[src/rtl/button_conditioner.sv]
// -----------------------------------------------------------------------------
// button_conditioner
//
// Purpose:
//   Front-end conditioning for the board push-buttons. Each button is passed
//   through a 2-flop synchroniser, then debounced by its own four-state FSM
//   (IDLE, PRESS_CNT, HELD, REL_CNT) with a stability counter. The result is a
//   clean level plus single-cycle press and release pulses.
//   Bit order: 0=select, 1=right, 2=left, 3=up, 4=down.
//
// Optional feature (macro AUTO_REPEAT_EN):
//   When defined, buttons with REPEAT_MASK[i]=1 emit extra press pulses while
//   held: the first one REPEAT_DELAY cycles after the initial press pulse, then
//   one every REPEAT_PERIOD cycles. When undefined, no repeat logic exists and
//   the REPEAT_* parameters have no effect.
//
// Ports:
//   clk           in   1        system clock
//   rst_n         in   1        asynchronous, active-low reset
//   btn_in        in   NUM_BTN  raw, asynchronous, possibly bouncing inputs
//   btn_level     out  NUM_BTN  debounced level, 1 = held
//   btn_pressed   out  NUM_BTN  one-cycle pulse per accepted press (and repeat)
//   btn_released  out  NUM_BTN  one-cycle pulse per accepted release
// -----------------------------------------------------------------------------
module button_conditioner #(
   parameter int                 NUM_BTN       = 5,
   parameter int                 DB_CYCLES     = 1000000,
   parameter int                 REPEAT_DELAY  = 50000000,
   parameter int                 REPEAT_PERIOD = 12500000,
   parameter logic [NUM_BTN-1:0] REPEAT_MASK   = 5'b11000
) (
   input  logic               clk,
   input  logic               rst_n,
   input  logic [NUM_BTN-1:0] btn_in,
   output logic [NUM_BTN-1:0] btn_level,
   output logic [NUM_BTN-1:0] btn_pressed,
   output logic [NUM_BTN-1:0] btn_released
);

   localparam int                CNT_W    = $clog2(DB_CYCLES + 1);
   localparam logic [CNT_W-1:0]  CNT_LAST = CNT_W'(DB_CYCLES - 1);

   typedef enum logic [1:0] {
      ST_IDLE,
      ST_PRESS_CNT,
      ST_HELD,
      ST_REL_CNT
   } state_t;

   // Reject configurations the counters cannot honour.
   if (DB_CYCLES < 2 || REPEAT_DELAY < 1 || REPEAT_PERIOD < 1) begin : g_bad_cfg
      $error("button_conditioner: DB_CYCLES must be >= 2 and REPEAT_* >= 1");
   end

   // Two-flop synchroniser; only r_sync2 is used downstream.
   logic [NUM_BTN-1:0] r_sync1;
   logic [NUM_BTN-1:0] r_sync2;

   always_ff @(posedge clk or negedge rst_n) begin
      if (!rst_n) begin
         r_sync1 <= '0;
         r_sync2 <= '0;
      end else begin
         r_sync1 <= btn_in;
         r_sync2 <= r_sync1;
      end
   end

   for (genvar i = 0; i < NUM_BTN; i++) begin : g_btn
      state_t           r_state;
      state_t           w_state_nxt;
      logic [CNT_W-1:0] r_cnt;
      logic [CNT_W-1:0] w_cnt_nxt;
      logic             r_pressed;
      logic             w_pressed_nxt;
      logic             r_released;
      logic             w_released_nxt;
      logic             w_rpt_fire;

`ifdef AUTO_REPEAT_EN
      if (REPEAT_MASK[i]) begin : g_rpt
         localparam int RPT_MAX = (REPEAT_DELAY > REPEAT_PERIOD) ? REPEAT_DELAY : REPEAT_PERIOD;
         localparam int RPT_W   = $clog2(RPT_MAX + 1);

         logic [RPT_W-1:0] r_rpt_cnt;
         logic             r_rpt_first;   // next repeat uses REPEAT_DELAY
         logic             w_rpt_hit;

         assign w_rpt_hit  = (r_rpt_cnt == (r_rpt_first ? RPT_W'(REPEAT_DELAY - 1)
                                                         : RPT_W'(REPEAT_PERIOD - 1)));
         assign w_rpt_fire = (r_state == ST_HELD) && r_sync2[i] && w_rpt_hit;

         // Counts only while HELD with the button still down; REL_CNT (and the
         // HELD cycle that leaves for it) freezes the count so a release
         // glitch resumes where it left off. Any non-held state clears it.
         always_ff @(posedge clk or negedge rst_n) begin
            if (!rst_n) begin
               r_rpt_cnt   <= '0;
               r_rpt_first <= 1'b1;
            end else if (r_state == ST_HELD) begin
               if (r_sync2[i]) begin
                  if (w_rpt_hit) begin
                     r_rpt_cnt   <= '0;
                     r_rpt_first <= 1'b0;
                  end else begin
                     r_rpt_cnt <= r_rpt_cnt + 1'b1;
                  end
               end
            end else if (r_state != ST_REL_CNT) begin
               r_rpt_cnt   <= '0;
               r_rpt_first <= 1'b1;
            end
         end
      end else begin : g_no_rpt
         assign w_rpt_fire = 1'b0;
      end
`else
      assign w_rpt_fire = 1'b0;
`endif

      always_ff @(posedge clk or negedge rst_n) begin
         if (!rst_n) begin
            r_state    <= ST_IDLE;
            r_cnt      <= '0;
            r_pressed  <= 1'b0;
            r_released <= 1'b0;
         end else begin
            r_state    <= w_state_nxt;
            r_cnt      <= w_cnt_nxt;
            r_pressed  <= w_pressed_nxt;
            r_released <= w_released_nxt;
         end
      end

      always_comb begin
         w_state_nxt    = r_state;
         w_cnt_nxt      = r_cnt;
         w_pressed_nxt  = 1'b0;
         w_released_nxt = 1'b0;
         case (r_state)
            ST_IDLE: begin
               if (r_sync2[i]) begin
                  w_state_nxt = ST_PRESS_CNT;
                  w_cnt_nxt   = '0;
               end
            end
            ST_PRESS_CNT: begin
               if (!r_sync2[i]) begin
                  w_state_nxt = ST_IDLE;
               end else if (r_cnt == CNT_LAST) begin
                  w_state_nxt   = ST_HELD;
                  w_pressed_nxt = 1'b1;
               end else begin
                  w_cnt_nxt = r_cnt + 1'b1;
               end
            end
            ST_HELD: begin
               if (!r_sync2[i]) begin
                  w_state_nxt = ST_REL_CNT;
                  w_cnt_nxt   = '0;
               end else if (w_rpt_fire) begin
                  w_pressed_nxt = 1'b1;
               end
            end
            ST_REL_CNT: begin
               if (r_sync2[i]) begin
                  w_state_nxt = ST_HELD;
               end else if (r_cnt == CNT_LAST) begin
                  w_state_nxt    = ST_IDLE;
                  w_released_nxt = 1'b1;
               end else begin
                  w_cnt_nxt = r_cnt + 1'b1;
               end
            end
            default: begin
               w_state_nxt = ST_IDLE;
               w_cnt_nxt   = '0;
            end
         endcase
      end

      // Level is a pure decode of the state register, so it moves on the
      // same edge as the press/release pulse.
      assign btn_level[i]    = (r_state == ST_HELD) || (r_state == ST_REL_CNT);
      assign btn_pressed[i]  = r_pressed;
      assign btn_released[i] = r_released;
   end

endmodule

[config.mk]
export PLATFORM = sky130hd
export DESIGN_NAME = button_conditioner
export DESIGN_NICKNAME = d
export VERILOG_FILES = /design/src/rtl/button_conditioner.sv
export SDC_FILE = /design/constraint.sdc
export NUM_CORES = 1
export LEC_CHECK = 0
export CAP_MARGIN = 20
export CORE_MARGIN = 2
export CORE_UTILIZATION = 64
export DETAILED_ROUTE_END_ITERATION = 12
export GPL_TIMING_DRIVEN = 0
export PLACE_DENSITY = 0.83
export SKIP_CTS_REPAIR_TIMING = 1
export SYNTH_ARGS = -nofsm -noshare
export SYNTH_HDL_FRONTEND = slang
export SYNTH_SLANG_ARGS = --single-unit
[constraint.sdc]
create_clock -name clk -period 5.55 [get_ports clk]
set_input_delay 0.555 -clock clk [delete_from_list [all_inputs] [get_ports clk]]
set_output_delay 0.555 -clock clk [all_outputs]
set_load 0.005 [all_outputs]
### Word level (Yosys, flattened, before mapping)

Cells that the tools add are included.

| storage, ports and cells | value |
|---|---|
| register bits | 130 |
| bits of input ports | 7 |
| output and inout bits | 15 |
| logic and storage cells | 187 |

| cells by class | value |
|---|---|
| add/sub/neg operators | 5 |
| equal/unequal tests | 50 |
| multiplexer cells | 90 |
| reduce and logical (&&, ||, !) cells | 20 |

Operators by type and width:

| kind | count |
|---|---|
| $mux 20 | 25 |
| $pmux 20 s4 | 5 |
| $add 20x1->20 const B | 5 |
| $eq 20x20->1 const B | 5 |
| $mux 2 | 30 |
| $ne 2x2->1 const B | 20 |
| $pmux 2 s4 | 5 |
| $reduce_and 4->1 | 10 |
| $ne 3x3->1 const B | 10 |
| $mux 1 | 25 |
| $eq 2x2->1 const B | 10 |
| $eq 2x1->1 const B | 5 |
| $logic_not 2->1 | 5 |
| $logic_or 1x1->1 | 5 |

### Longest topological paths before layout

| depth | value |
|---|---|
| word-level depth | 4 |
| mapped depth | 8 |
| depth with buffers taken out | 6 |

### Worst setup path before layout

No wires, ideal clock.

| timing path | value |
|---|---|
| kind | reg2reg |
| from | reg g_btn[4].r_cnt[13] |
| to | reg g_btn[4].r_cnt[10] |
| setup time | 127 ps |
| arrival time | 1832 ps |
| data required time | 5423 ps |
| setup slack | 3590 ps |
| cell stages (with the launch flop) | 6 |
| path buffers | 0 |
| clock period less this slack | 1960 ps |
| cell sequence | dfrtp_1 -> or4_1 -> nor4_4 -> a2111oi_4 -> nand3_1 -> mux2_1 |

| on the way | value |
|---|---|
| cells in the longest elaborated chain, start to end | 4 |
| elaborated cells between the ends (all ways) | 5 |
| classes of those cells | 1 x eq/ne; 4 x mux |

RTL lines:

| element | RTL line | text |
|---|---|---|
| start: declaration | 72 | `logic [CNT_W-1:0] r_cnt;` |
| start signal: assignment | 129 | `r_cnt <= w_cnt_nxt;` |
| $eq 20x20->1 (*) | 150, 168 |  |
| $mux 20 (*) | -- |  |
| $mux 20 (on tied branches) | -- |  |
| $pmux 20 s4 (*) | -- |  |

Every way passes the cells marked *; elsewhere a longest branch is shown, timed or not. The select of a mux whose other input is x is not followed.
A chain may end at the register's enable or synchronous reset.

### Worst setup path after layout

| timing path | value |
|---|---|
| from | reg g_btn[3].r_cnt[0] |
| to | reg g_btn[3].r_cnt[0] |

| on the way | value |
|---|---|
| cells in the longest elaborated chain, start to end | 4 |
| elaborated cells between the ends (all ways) | 6 |
| classes of those cells | 1 x add/sub; 1 x eq/ne; 4 x mux |

RTL lines:

| element | RTL line | text |
|---|---|---|
| start: declaration | 72 |  |
| start signal: assignment | 129 |  |
| $add 20x1->20 / $eq 20x20->1 (equally long branches) | -- |  |
| $mux 20 (*) | 150, 168 |  |
| $mux 20 (on tied branches) | 166, 148 |  |
| $pmux 20 s4 (*) | 140 | `case (r_state)` |

Marks and branches as above.

==> impl_metrics.csv <==
group,metric,value,unit
status,outcome,"finished, violations left",
status,violations,"negative hold slack",
placement,hpwl,9520,um
clocking,htreeDepth,4,
cells_and_area,fin_area,7840,um2
clocking,cts_tree,"done",
global_routing,track_usage,26.8,%
worst_setup_path,cp_max_fo,10,
power,vdd_drop_max,0.203,mV
worst_setup_path,reg2reg_from,"g_btn[3].r_cnt[0]",
worst_setup_path,worstSetupEndpointType,"register",
timing,fmax,443,MHz
yosys,syn_inst,720,
yosys,yosysSeqAreaShare,47.6,%
worst_setup_path,worstPathCellList,"ha_1, and3_1, nand3_1, o21ai_1, buf_2, buf_2, o21ai_0",
timing,finalSetupViolCount,0,
worst_setup_path,critPathLaunchType,"register",
yosys,yosys_warnings,0,
worst_setup_path,cp-startpoint,"g_btn[3].r_cnt[0]",
floorplanning,die_h,107,um
worst_setup_path,worstSetupPathType,"register to register",
cells_and_area,finalNetCount,773,
placement,place_ws,3.34,ns
clocking,clk_latency,0.53,ns
timing,max_slew.worst_pin.slew,0.853,ns
cells_and_area,syn2layout_area_growth,14.7,%
timing,timing.final.ws_setup,3.29,ns
yosys,synthTopCellsByArea,"dfrtp_1, nand3_1, nor2_1",
clocking,clock-sinks,130,
worst_setup_path,cpPeakStageDelay,0.44,ns
worst_setup_path,cpMostUsedCell,"buf_2",
timing,hold_ws,-0.0146,ns
floorplanning,initial_core_util,66.0,%
power,p_per_area,285,nW/um2
worst_setup_path,crit_path_end,"g_btn[3].r_cnt[0]",
worst_setup_path,r2r_slack,3.29,ns
floorplanning,rows,37,
floorplanning,die-area,11500,um2
clocking,clock_path_buffers,2,
routing,drt_iter0_markers,337,
placement,gp_congestion,0.872,
hold_path,hold_path_class,"input pin to async pin",
yosys,yosysMostFrequentCell,"dfrtp_1",
timing,hold_viol_final,3,
routing,drc,0,
floorplanning,die_w,107,um
power,p_total,2.24,mW
clocking,clkTransAtPathRegs,0.06,ns
cells_and_area,layout.cells.non_filler,910,
yosys,synthTopCellsByCount,"dfrtp_1, nor2_1, nand2_1",
floorplanning,fp.coreArea,10400,um2
global_routing,grt-ovfl-total,0,
yosys,synth_area_per_cell,9.50,um2
cells_and_area,drive_gt1_share,9.56,%
floorplanning,io_pins,22,
global_routing,antenna_found_initial,0,
cells_and_area,insertedDiodeCount,0,
global_routing,grt_max_degree,71,
cells_and_area,fillCellCount,666,
routing,wire_per_inst,15.9,um
worst_setup_path,r2r_cells,7,
cells_and_area,regArea,3250,um2
timing,fin_tns_setup,0,ns
routing,firstDrtPassIters,6,
yosys,netlist_area,6840,um2
routing,vias,5583,
clocking,cts-root-buf,"clkbuf_8",
worst_setup_path,rr_endpoint,"g_btn[3].r_cnt[0]",
placement,place_inst,878,
timing,grt_setup_unrepaired,"false",
clocking,cts_made_buffers,17,
timing,slew_headroom,42.7,%
worst_setup_path,arrival,2.66,ns
yosys,synth_top_cell_by_area,"dfrtp_1",
yosys,ys_types,64,
yosys,yosys_register_bits,130,
cells_and_area,multi_input_area,3350,um2
worst_setup_path,crit_required,5.95,ns
global_routing,grt_pass1_wl,24700,um
timing,skew,0.00572,ns
yosys,netlist.area_leader.share,47.6,%
routing,drtAntennaViolNets,0,
flow_run,drv_cap,0,
placement,io_buffers,21,
yosys,synthArstFlopShare,100,%
yosys,synth_edf_count,0,
worst_setup_path,crit_slowest_cell,"o21ai_1",
routing,wl,14400,um
global_routing,grt_pass1_vias,5471,
timing,final.min_clock_period,2.26,ns
placement,place_area,7250,um2
power,p_leak,3.40,nW
timing,finalMaxSlewViolations,0,
yosys,ys.flop_type,"dfrtp_1",
timing,period_share,40.6,%
yosys,syn_nets,732,
routing,vias_per_cell,6.14,
## cell type report
class                   instances  share of cell area, %
multi-input cells             541                   42.7
flip-flops and latches        130                   41.5
clock buffers                  23                   5.95
repair buffers                 22                   3.05
plain buffers                  38                   2.54
well taps                     136                   2.17
clock inverters                 9                   1.64
inverters                      11                  0.526
## layer usage
layer	vias to the layer above	share of wire, %	GRT usage [%]
met5	-	0	0
met4	0	1.7	9.34
met3	34	5.4	7.14
met2	174	50	44.2
met1	2699	43	34.5
li1	2676	-	-
## through the flow
step                hold WS [ns]  utilization, %
floorplan                  0.259               -
global placement           0.333            69.6
detailed placement         0.335            69.9
CTS                       0.0161            75.6
global route              0.0291            75.6
finish                   -0.0146            75.6
## how the worst min path moves through the flow
stage | startpoint | end | slack, ns | cells past startpoint
5_1_grt | rst_n | g_btn[0].r_cnt[14] | 0.03 | 1
6_report | rst_n | g_btn[0].r_cnt[14] | -0.01 | 1
3_3_place_gp | r_sync1[2] | r_sync2[2] | 0.33 | 0
3_5_place_dp | r_sync1[3] | r_sync2[3] | 0.33 | 0
4_1_cts | rst_n | g_btn[0].r_cnt[14] | 0.02 | 1
2_1_floorplan | rst_n | async pin | 0.26 | 0
## flip-flops by register name, indices dropped and copies added, names as in the netlist, named ones only
register and flops:
r_sync2 5, r_sync1 5, g_btn.r_released 5, g_btn.r_cnt 100, g_btn.r_pressed 5, g_btn.r_state 5
## cells by family after synthesis
family          after synthesis  synth area share (%)
simple gates                374                  29.2
flops                       130                  47.6
compound gates               89                  8.64
buf+inv                      49                  3.51
xor+xnor                     44                  5.63
mux                          29                  4.52
fa+ha+maj                     5                 0.915
## worst max-delay path: cells and delay by family, from the launching register on
family | cells | cell delay, ns
compound gates | 2 | 0.56
fa+ha+maj | 1 | 0.22
buf+inv | 2 | 0.56
flops | 1 | 0.39
simple gates | 2 | 0.40
## power breakdown
group / switching, mW / internal, mW / total (mW)
Combinational: 0.0726 / 0.0388 / 0.111
Clock: 0.404 / 0.718 / 1.12
Sequential: 0.0324 / 0.973 / 1.01
Total: 0.509 / 1.73 / 2.24
## layout by cell type, fill, tap and decap left out, types with 6 or more instances in the layout
cell	netlist	final
dfrtp_1	130	130
a211oi_1	6	6
a21oi_1	20	20
clkbuf_16	0	16
mux2i_1	17	17
mux2_2	7	7
buf_4	10	10
inv_1	11	11
xnor2_1	14	14
or4b_1	7	7
nand3_1	68	68
nor3b_1	11	11
xor2_1	30	30
nor4_1	8	8
nor2_1	83	83
clkdlybuf4s50_1	0	20
nand4_1	27	27
and3_1	21	21
nand2_1	77	77
o21ai_0	27	27
a22o_1	7	7
nor3_1	20	20
clkbuf_1	23	26
Power figures use the tool's default switching activity.
==> variant (same settings) <==
The option `AUTO_REPEAT_EN` is turned on by a define.
--- a/src/rtl/button_conditioner.sv
+++ b/src/rtl/button_conditioner.sv
@@ -22,6 +22,8 @@
 //   btn_pressed   out  NUM_BTN  one-cycle pulse per accepted press (and repeat)
 //   btn_released  out  NUM_BTN  one-cycle pulse per accepted release
 // -----------------------------------------------------------------------------
+`define AUTO_REPEAT_EN
+
 module button_conditioner #(
    parameter int                 NUM_BTN       = 5,
    parameter int                 DB_CYCLES     = 1000000,
Behaviour: no difference found for any inputs over 10 cycles, from zero or initial values and one cycle with rst_n low; that may be too few to reach the edited logic, so the function may still have changed.
==> variant against the original RTL <==
Setup slack got worse by 610 ps; total power up 60%; routed wire length rose by 45%; worst hold slack better by 55 ps; combinational power grew to 7.5 times the old value; sequential cell count is 54 higher; maximum frequency down 21%; final area increased by 40%; area after synthesis up 44%; largest cell class unchanged; highest routed layer unchanged.
==> variant: results <==
group,metric,value,unit
timing,fin_worst_skew,8.58,ps
setup_path,critPathArrivalTime,2310,ps
outcome,status,"finished clean",
layout,num-fill-cells,1115,
yosys,yosys-top-cells-area,"dfrtp_1 (46%), o21ai_0 (5.0%), nor2_1 (4.5%)",
clock_tree,insertion_delay,430,ps
setup_path,crit_end,"btn_level[4]",
global_routing,met3_usage,4.97,%
setup_path,rrSetupSlack,3020,ps
drt,met2WireLength,9970,um
global_routing,track_usage,26.4,%
global_routing,grt_pass1_wl,35600,um
place,post-place-cells,1293,
setup_path,ff2ff_path_depth,11,
power_and_ir_drop,max-vdd-ir-drop,0.315,mV
yosys,synth_common_cells,"dfrtp_1 (182), nor2_1 (118), nand2_1 (102)",
global_routing,grt_max_degree,118,
layout,drive_gt1_share,7.21,%
setup_path,critPathSlowestCell,"clkdlybuf4s50_1",
power_and_ir_drop,p_int,2.45,mW
clock_tree,cts_root_buf,"clkbuf_16",
layout,layout.nets,1146,
setup_path,regToRegEndpoint,"g_btn[4].g_rpt.r_rpt_cnt[9]$_DFFE_PN0P_",
yosys,ys_types,71,
setup_path,cp_max_fo,9,
drt,viasPerCell,6.22,
-- variant: cell count changes in the layout (fill, tap and decap cells not counted), moves of 13 or more --
cell     change
and3_1      +13
o31ai_1     +20
or3_1       +13
a21oi_1     +20
dfrtp_1     +52
nand2_1     +25
a31oi_1     +38
o21ai_0     +71
nor2_1      +35
inv_1       +15
-- variant: final cells by class --
class,count,area (um^2),area share (%)
Buffer,53,285,2.60
Clock buffer,21,460,4.19
Clock inverter,11,169,1.54
Inverter,26,97.6,0.889
Multi-Input combinational cell,820,4880,44.5
Sequential cell,184,4610,42.0
Tap cell,188,235,2.14
Timing Repair Buffer,22,243,2.21
-- variant: logic make-up after synthesis --
| group | share of synthesized area [%] |
|---|---|
| AND/OR/NAND/NOR | 26.1 |
| adder cells (fa/ha/maj) | 1.90 |
| XOR/XNOR | 4.52 |
| flip-flops | 46.7 |
| buffers and inverters | 3.88 |
| AO/OA/AOI/OAI | 15.8 |
| multiplexers | 1.17 |
-- variant: critical path: cells and delay by family (launching register included) --
kind / cells / cell delay, ps
fa+ha+maj: 1 / 160
buf+inv: 4 / 1120
flops: 1 / 430
simple gates: 1 / 170
-- variant: metrics by stage --
step	hold WS (ps)	utilization (%)	setup slack (ps)
final	40.3	72.5	2680
after CTS	75.4	72.5	2680
after global placement	333	68.1	-3580
after floorplan	259	-	3390
after detailed placement	336	68.4	3080
after global routing	92.2	72.5	2510
-- variant: power groups by stage --
stage	clock network (mW)	logic [mW]	registers, mW
2_1_floorplan	0	0.575	1.46
3_3_place_gp	0	0.787	1.47
3_5_place_dp	0	0.811	1.47
4_1_cts	1.31	0.822	1.45
5_1_grt	1.36	0.925	1.46
6_report	1.29	0.831	1.45
